### config.mk
export PLATFORM = sky130hd
export DESIGN_NAME = imem_load_arbiter_flat
export DESIGN_NICKNAME = d
export VERILOG_FILES = /design/src/rtl/imem_pkg.sv /design/src/rtl/imem_load_arbiter_if.sv /design/src/rtl/imem_load_arbiter.sv /design/src/flat_wrapper.sv
export SDC_FILE = /design/constraint.sdc
export NUM_CORES = 1
export LEC_CHECK = 0
export ABC_AREA = 1
export BUFFER_PORTS_ARGS = -buffer_cell sky130_fd_sc_hd__buf_2
export CAP_MARGIN = 30
export CORE_ASPECT_RATIO = 1.5
export CORE_UTILIZATION = 47
export DETAILED_ROUTE_END_ITERATION = 8
export PLACE_DENSITY = 0.88
export SLEW_MARGIN = 20
export SYNTH_ARGS = -nofsm -noshare
export SYNTH_HDL_FRONTEND = slang
export SYNTH_SLANG_ARGS = --single-unit
export TNS_END_PERCENT = 5
### constraint.sdc
create_clock -name clk -period 4.2 [get_ports clk]
set_input_delay 0.84 -clock clk [delete_from_list [all_inputs] [get_ports clk]]
set_output_delay 0.84 -clock clk [all_outputs]
set_load 0.01 [all_outputs]
### src/rtl/imem_pkg.sv
// Shared definitions for the writable instruction memory and its load arbiter.
package imem_pkg;

    localparam int IMEM_ADDR_W = 8;
    localparam int IMEM_DATA_W = 32;

    localparam logic [31:0] IMEM_NOP = 32'h0000_0000;

    typedef enum logic [2:0] {
        IDLE  = 3'd0,
        LOAD  = 3'd1,
        FILL  = 3'd2,
        FLUSH = 3'd3,
        RUN   = 3'd4
    } imem_state_e;

endpackage

### src/rtl/imem_load_arbiter_if.sv
// Loader handshake plus RAM port bundle; master = arbiter, slave = loader/RAM side.
interface imem_load_arbiter_if import imem_pkg::*; #(
    parameter int ADDR_W = IMEM_ADDR_W,
    parameter int DATA_W = IMEM_DATA_W
);
    logic              ld_valid;
    logic              ld_ready;
    logic [DATA_W-1:0] ld_data;
    logic              ld_last;

    logic              mem_we;
    logic [ADDR_W-1:0] mem_waddr;
    logic [DATA_W-1:0] mem_wdata;
    logic [ADDR_W-1:0] mem_raddr;
    logic [DATA_W-1:0] mem_rdata;

    modport master (
        input  ld_valid, ld_data, ld_last, mem_rdata,
        output ld_ready, mem_we, mem_waddr, mem_wdata, mem_raddr
    );

    modport slave (
        output ld_valid, ld_data, ld_last, mem_rdata,
        input  ld_ready, mem_we, mem_waddr, mem_wdata, mem_raddr
    );
endinterface

### src/rtl/imem_load_arbiter.sv
// Shares the instruction RAM between the program loader and IF fetch; holds the
// pipeline until a complete program (optionally zero-padded) is resident.
//
//   state | meaning
//   IDLE  | no program, CPU held, waiting for load_start
//   LOAD  | accepting loader beats, one registered write per beat
//   FILL  | writing NOP to every index after the last loaded word
//   FLUSH | one cycle for the final registered write to land
//   RUN   | program resident, CPU released, fetches served from RAM
module imem_load_arbiter import imem_pkg::*; #(
    parameter int ADDR_W    = IMEM_ADDR_W,
    parameter int DATA_W    = IMEM_DATA_W,
    parameter int ZERO_FILL = 1
) (
    input  logic                 clk,
    input  logic                 reset,
    input  logic                 load_start,
    input  logic [31:0]          fetch_addr,
    output logic [DATA_W-1:0]    fetch_instr,
    output logic                 cpu_hold,
    output logic                 load_done,
    output logic [ADDR_W:0]      load_count,
    output logic                 err_overflow,
    imem_load_arbiter_if.master  bus
);
    localparam logic [2:0] S_IDLE  = IDLE;
    localparam logic [2:0] S_LOAD  = LOAD;
    localparam logic [2:0] S_FILL  = FILL;
    localparam logic [2:0] S_FLUSH = FLUSH;
    localparam logic [2:0] S_RUN   = RUN;

    localparam int                DEPTH    = 1 << ADDR_W;
    localparam logic [ADDR_W:0]   CNT_FULL = (ADDR_W+1)'(DEPTH);
    localparam logic [ADDR_W:0]   CNT_ONE  = (ADDR_W+1)'(1);
    localparam logic [ADDR_W-1:0] IDX_LAST = ADDR_W'(DEPTH - 1);
    localparam logic [ADDR_W-1:0] IDX_ONE  = ADDR_W'(1);

    logic [2:0]        state_q,      state_d;
    logic [ADDR_W:0]   load_count_q, load_count_d;
    logic [ADDR_W-1:0] fill_idx_q,   fill_idx_d;
    logic              err_q,        err_d;
    logic              mem_we_q,     mem_we_d;
    logic [ADDR_W-1:0] mem_waddr_q,  mem_waddr_d;
    logic [DATA_W-1:0] mem_wdata_q,  mem_wdata_d;
    logic              cpu_hold_q,   cpu_hold_d;
    logic              load_done_q,  load_done_d;

    logic ld_ready_w;
    logic beat_w;
    logic last_idx_w;

    // Ready drops once every index has been claimed, even before the state moves on.
    assign ld_ready_w = (state_q == S_LOAD) && (load_count_q != CNT_FULL);
    assign beat_w     = ld_ready_w && bus.ld_valid;
    assign last_idx_w = (load_count_q[ADDR_W-1:0] == IDX_LAST);

    always_comb begin
        state_d      = state_q;
        load_count_d = load_count_q;
        fill_idx_d   = fill_idx_q;
        err_d        = err_q;
        mem_we_d     = 1'b0;
        mem_waddr_d  = mem_waddr_q;
        mem_wdata_d  = mem_wdata_q;

        case (state_q)
            S_IDLE, S_RUN: begin
                if (load_start) begin
                    state_d      = S_LOAD;
                    load_count_d = '0;
                    err_d        = 1'b0;
                end
            end
            S_LOAD: begin
                if (beat_w) begin
                    mem_we_d     = 1'b1;
                    mem_waddr_d  = load_count_q[ADDR_W-1:0];
                    mem_wdata_d  = bus.ld_data;
                    load_count_d = load_count_q + CNT_ONE;
                    fill_idx_d   = load_count_q[ADDR_W-1:0] + IDX_ONE;
                    if (bus.ld_last) begin
                        state_d = ((ZERO_FILL != 0) && !last_idx_w) ? S_FILL : S_FLUSH;
                    end else if (last_idx_w) begin
                        err_d   = 1'b1;
                        state_d = S_FLUSH;
                    end
                end
            end
            S_FILL: begin
                mem_we_d    = 1'b1;
                mem_waddr_d = fill_idx_q;
                mem_wdata_d = DATA_W'(IMEM_NOP);
                fill_idx_d  = fill_idx_q + IDX_ONE;
                if (fill_idx_q == IDX_LAST) begin
                    state_d = S_FLUSH;
                end
            end
            S_FLUSH: begin
                state_d = S_RUN;
            end
            default: begin
                state_d = S_IDLE;
            end
        endcase

        // Registered from the next state so both flip on the same edge as the state.
        cpu_hold_d  = (state_d != S_RUN);
        load_done_d = (state_d == S_RUN);
    end

    always_ff @(posedge clk) begin
        if (reset) begin
            state_q      <= S_IDLE;
            load_count_q <= '0;
            fill_idx_q   <= '0;
            err_q        <= 1'b0;
            mem_we_q     <= 1'b0;
            mem_waddr_q  <= '0;
            mem_wdata_q  <= '0;
            cpu_hold_q   <= 1'b1;
            load_done_q  <= 1'b0;
        end else begin
            state_q      <= state_d;
            load_count_q <= load_count_d;
            fill_idx_q   <= fill_idx_d;
            err_q        <= err_d;
            mem_we_q     <= mem_we_d;
            mem_waddr_q  <= mem_waddr_d;
            mem_wdata_q  <= mem_wdata_d;
            cpu_hold_q   <= cpu_hold_d;
            load_done_q  <= load_done_d;
        end
    end

    assign bus.ld_ready  = ld_ready_w;
    assign bus.mem_we    = mem_we_q;
    assign bus.mem_waddr = mem_waddr_q;
    assign bus.mem_wdata = mem_wdata_q;

    // Word index only; byte offset and high PC bits are dropped so fetches wrap.
    assign bus.mem_raddr = fetch_addr[ADDR_W+1:2];

    logic unused_fetch_bits;
    assign unused_fetch_bits = ^{fetch_addr[31:ADDR_W+2], fetch_addr[1:0]};

    assign fetch_instr  = (state_q == S_RUN) ? bus.mem_rdata : DATA_W'(IMEM_NOP);
    assign cpu_hold     = cpu_hold_q;
    assign load_done    = load_done_q;
    assign load_count   = load_count_q;
    assign err_overflow = err_q;
endmodule

### src/flat_wrapper.sv
// flat-port wrapper written by rule: the top's interface ports become plain ports
module imem_load_arbiter_flat import imem_pkg::*;
#(
    parameter int ADDR_W    = IMEM_ADDR_W,
    parameter int DATA_W    = IMEM_DATA_W,
    parameter int ZERO_FILL = 1
)
  (clk, reset, load_start, fetch_addr, fetch_instr, cpu_hold, load_done, load_count, err_overflow, bus_ld_valid, bus_ld_data, bus_ld_last, bus_mem_rdata, bus_ld_ready, bus_mem_we, bus_mem_waddr, bus_mem_wdata, bus_mem_raddr);
  imem_load_arbiter_if #(.ADDR_W(ADDR_W), .DATA_W(DATA_W)) bus_i ();
  input  logic clk;
  input  logic reset;
  input  logic load_start;
  input  logic [31:0] fetch_addr;
  output logic [DATA_W-1:0] fetch_instr;
  output logic cpu_hold;
  output logic load_done;
  output logic [ADDR_W:0] load_count;
  output logic err_overflow;
  input wire logic [$bits(bus_i.ld_valid)-1:0] bus_ld_valid;
  input wire logic [$bits(bus_i.ld_data)-1:0] bus_ld_data;
  input wire logic [$bits(bus_i.ld_last)-1:0] bus_ld_last;
  input wire logic [$bits(bus_i.mem_rdata)-1:0] bus_mem_rdata;
  output wire logic [$bits(bus_i.ld_ready)-1:0] bus_ld_ready;
  output wire logic [$bits(bus_i.mem_we)-1:0] bus_mem_we;
  output wire logic [$bits(bus_i.mem_waddr)-1:0] bus_mem_waddr;
  output wire logic [$bits(bus_i.mem_wdata)-1:0] bus_mem_wdata;
  output wire logic [$bits(bus_i.mem_raddr)-1:0] bus_mem_raddr;
  assign bus_i.ld_valid = bus_ld_valid;
  assign bus_i.ld_data = bus_ld_data;
  assign bus_i.ld_last = bus_ld_last;
  assign bus_i.mem_rdata = bus_mem_rdata;
  assign bus_ld_ready = bus_i.ld_ready;
  assign bus_mem_we = bus_i.mem_we;
  assign bus_mem_waddr = bus_i.mem_waddr;
  assign bus_mem_wdata = bus_i.mem_wdata;
  assign bus_mem_raddr = bus_i.mem_raddr;
  imem_load_arbiter #(.ADDR_W(ADDR_W), .DATA_W(DATA_W), .ZERO_FILL(ZERO_FILL)) u_core (.clk(clk), .reset(reset), .load_start(load_start), .fetch_addr(fetch_addr), .fetch_instr(fetch_instr), .cpu_hold(cpu_hold), .load_done(load_done), .load_count(load_count), .err_overflow(err_overflow), .bus(bus_i));
endmodule
# After elaboration in Yosys (flattened, before gate mapping)

Cells that the tools add are included.

Magnitude comparators: 0
Multipliers: 0
$add $sub $neg: 3
Div/mod/pow operators: 0
Reductions and logical operators: 9
Shift-type cells: 0
Equality and inequality tests: 13
Bitwise gates (word level): 0
Mux-type cells: 24

Operators with widths:

| kind                                                  | number |
|---|---|
| 2-to-1 mux 32 bit                                     | 2 |
| case mux 32 bit (2 select lines)                      | 1 |
| case mux 8 bit (2 select lines)                       | 2 |
| 2-to-1 mux 9 bit                                      | 2 |
| case mux 9 bit (2 select lines)                       | 1 |
| adder 8 x 1 -> 8 bit, second input constant           | 2 |
| equality test 8 bit, second input constant            | 2 |
| 2-to-1 mux 8 bit                                      | 2 |
| 2-to-1 mux 3 bit                                      | 5 |
| case mux 3 bit (4 select lines)                       | 1 |
| adder 9 x 1 -> 9 bit, second input constant           | 1 |
| inequality test 9 bit, second input constant          | 1 |
| equality test 3 x 2 -> 1 bit, second input constant   | 2 |
| equality test 3 bit, second input constant            | 2 |
| 2-to-1 mux 1 bit                                      | 6 |
| AND reduction 5 bit                                   | 1 |
| inequality test 2 x 1 -> 1 bit, second input constant | 2 |
| inequality test 2 bit, second input constant          | 2 |
| case mux 1 bit (2 select lines)                       | 2 |
| nonzero test 2 bit                                    | 2 |
| equality test 3 x 1 -> 1 bit, second input constant   | 1 |
| logical NOT 3 bit                                     | 1 |
| inequality test 3 bit, second input constant          | 1 |
| AND reduction 3 bit                                   | 1 |
| 3 further kinds                                       | 4 |

Latch bits: 0
ROM bits: 0
Memories: 0
Flip-flop bits (word level): 64
Logic and storage cells: 58
Memory bits (writable): 0
Input bits: 101

# Longest topological paths before layout

Depth after elaboration: 6
Depth in mapped cells: 13
Gate-level depth less buffers: 12

# Worst setup path after synthesis

No wires, ideal clock.

Path type: reg2out
Start: register u_core.state_q[1]
End: output port fetch_instr[10]
Data required time: 3360 ps
Setup slack: 2189 ps
Data arrival time: 1171 ps
Cell stages (with the launch flop): 5
Buffers on the path: 1
Cells stage by stage: dfxtp_1 > nor2_1 > nand2_1 > clkbuf_1 > nor2_1

Longest elaborated chain between the ends: 2

Ends and longest elaborated chain:

| item                   | RTL line                 | source |
|---|---|---|
| start, declared        | imem_load_arbiter.sv:38  | `logic [2:0] state_q, state_d;` |
| start signal, assigned | imem_load_arbiter.sv:123 | `state_q <= state_d;` |
| equality test 3 bit    | imem_load_arbiter.sv:146 | `assign fetch_instr = (state_q == S_RUN) ? bus.mem_rdata : DATA_W'(IMEM_NOP);` |
| 2-to-1 mux 32 bit      | imem_load_arbiter.sv:146 |  |
| end, declared          | flat_wrapper.sv:14       | `output logic [DATA_W-1:0] fetch_instr;` |

Every way passes these cells.

# Worst setup path after layout

Start: register u_core.state_q[1]
End: output port fetch_instr[16]

The elaborated chain is that of the path after synthesis.

==> results_dict.tcl <==
set metrics [dict create \
    grt-ovfl-total 0 \
    cts_buffer_depth 2 \
    rsz0062_at_grt "false" \
    final_layout_size_suffix_gt1_frac 0.329 \
    worst-setup-path-type "flop to output port" \
    yosysWarningCount 0 \
    ios 195 \
    p_leak_uw 0.00219 \
    syn_nets 578 \
    grt_pass1_wl_um 14100 \
    post_cts_buffers 0 \
    crit_path_frequent_cell "nor2_1" \
    root_buffer "clkbuf_8" \
    clockPowerShare 0.388 \
    clkLatencyLatePin_ns 0.35 \
    dpl.hpwl_um 6490 \
    routed_wl_um 8640 \
    hold_viol_final 0 \
    first_global_vias 3218 \
    final_cell_mix "buf_2, nand2_1, dfxtp_1" \
    power_density_nw_per_um2 333 \
    drv_slew 0 \
    syn_avg_cell_area_um2 6.83 \
    cp.arrival_ns 1.75 \
    relSlewSlack 0.569 \
    ys_ff_latch 64 \
    fmax_ghz 0.386 \
    holdCritPathClass "flop to flop" \
    synth-seq-area-share 0.396 \
    flow.area_growth_from_synthesis_pct 28.7 \
    cts_tree "yes" \
    n_fill_cell 599 \
    place.gp.congestion 0.935 \
    start_kind "flop" \
    wl_per_cell_um 12.4 \
    r2r_slack_ns 2.00 \
    worstPathRequired_ns 3.36 \
    multi_input_area_um2 1540 \
    p_comb_frac 0.140 \
    drt_iter0_drc 122 \
    critPathMaxStageDelay_ns 0.42 \
    finalSetupViolCount 0 \
    p_sw_frac 0.278 \
    ctsResizeCount 0 \
    portBuffers 154 \
    ys_types 35 \
    p_int_uw 1000 \
    dp.cells 676 \
    cts_hold_buf 0 \
    num-nets-final 716 \
    setup_tns_ns 0 \
    syn_inst 474 \
    crit_fanout 25 \
    status "complete, no violations" \
    cts_max_level 3 \
    slowest_stage "dfxtp_1" \
    die_w_um 69.8 \
    cp_top_family "simple AND/OR/NAND/NOR gates" \
    track_usage 0.241 \
    switching_power_uw 386 \
    num_rows 36 \
    peakVddDrop_uv 330 \
    antenna_found_initial 1 \
    fin_crit_sh 0.617 \
    fin_cells 694 \
    vias 3493 \
    drtAntennaViolNets 0 \
    die-area_um2 7230 \
    cap_violations 0 \
    crit_buf_inv 2 \
    cts_buffers 9 \
    grt_max_degree 46 \
    initial_utilization 0.492 \
    vias_per_cell 5.03 \
    min_period_ns 2.59 \
    seqPwrFrac 0.472 \
    die_y_um 104 \
    final_common_cell "buf_2" \
    core-area_um2 6580 \
    regArea_um2 1280 \
    drc 0 \
    cts.sink_count 64 \
    finClkSkew_ns 0.0124 \
    first_pass_iters 4 \
    cts.clk_slew.worst_paths_ns 0.07 \
    netlist_area_um2 3240 \
    worstMarginPinSlew_ns 0.645 \
    cp-end-kind "output port" \
    crit_chain "nor2_1 -> nand2_1 -> buf_8 -> nor2_1 -> buf_2" \
]
cell families after synthesis:
kind of cell             synth area share
adder cells (fa/ha/maj)            0.0116
flip-flops                          0.396
AO/OA/AOI/OAI                       0.121
XOR/XNOR                           0.0189
AND/OR/NAND/NOR                     0.324
buffers and inverters               0.128
registers in the layout (all words and copies together), names as in the netlist:
| signal | flops |
|---|---|
| u_core.bus.mem_waddr | 8 |
| u_core.bus.mem_we | 1 |
| u_core.cpu_hold | 1 |
| u_core.fill_idx_q | 8 |
| u_core.err_overflow | 1 |
| u_core.state_q | 3 |
| u_core.load_count | 9 |
| u_core.bus.mem_wdata | 32 |
| u_core.load_done | 1 |
Yosys cell counts:
cell type	count	area [um2]
o21ai_2	1	8.76
nand2_1	125	469
nor2_8	2	40.0
nor2_2	2	12.5
nor3_1	2	10.0
clkbuf_2	1	5.00
o21ai_1	6	30.0
nand2_2	7	43.8
nor2_4	1	11.3
a21boi_1	1	7.51
dfxtp_1	64	1280
clkbuf_1	8	30.0
a31oi_1	1	6.26
buf_6	2	22.5
nand2_4	2	22.5
nand3b_1	3	22.5
inv_2	10	37.5
nand3_1	20	100
buf_4	8	60.1
xor2_1	7	61.3
buf_2	9	45.0
a21oi_1	52	260
nor3b_2	1	12.5
o22ai_1	1	6.26
nor2_1	52	195
o21ai_0	13	65.1
ha_1	3	37.5
a41oi_1	1	8.76
nor3b_1	1	7.51
inv_1	56	210
nand4_1	5	31.3
buf_1	1	3.75
nand3_2	3	30.0
nand3_4	2	35.0
or2_0	1	6.26
worst paths after layout:
| kind | start | endpoint | depth (start not counted) |
|---|---|---|---|
| max reg2reg | u_core.load_count[0] | u_core.fill_idx_q[3] | 11 |
| min | u_core.err_overflow | u_core.err_overflow | 2 |
| max | u_core.state_q[1] | fetch_instr[16] | 5 |
| min reg2reg | u_core.err_overflow | u_core.err_overflow | 2 |
tightest hold or removal path, delay by kind of cell (launching register included):
| kind | cells | cell delay [ns] |
|---|---|---|
| AOI/OAI and AO/OA | 1 | 0.05 |
| buffers and inverters | 1 | 0.04 |
| DFF | 1 | 0.31 |
power by group through the flow:
stage	logic (uW)	registers (uW)	clock network (uW)
after detailed placement	193	668	0
after global routing	216	658	575
after global placement	189	667	0
final	194	655	537
after floorplan	120	675	0
after CTS	195	655	549
layout make-up:
cell class              count  share of cell area
well taps                  76              0.0228
multi-input cells         315               0.370
diodes                      1            0.000601
inverters                  66              0.0595
clock buffers              10              0.0330
flip-flops and latches     64               0.308
repair buffers            156               0.190
clock inverters             6              0.0162
through the flow:
stage          setup WS (ns)  power [uW]  area, um2   util  hold WS (ns)
2_1_floorplan           2.19         795       3240      -         0.453
4_1_cts                 1.26        1400       4150  0.631         0.452
5_1_grt                 1.50        1450       4170  0.634         0.465
3_3_place_gp            1.72         855       3940  0.600         0.443
6_report                1.61        1390       4170  0.634         0.447
3_5_place_dp            1.63         861       3940  0.600         0.441
layer usage:
layer / track usage / wire (um) / vias up
li1: - / - / 1747
met4: 0.147 / 350 / 0
met1: 0.235 / 3130 / 1546
met5: 0 / 0 / -
met2: 0.446 / 4480 / 173
met3: 0.0535 / 675 / 27
No activity file was read; power rests on OpenSTA's default activity.
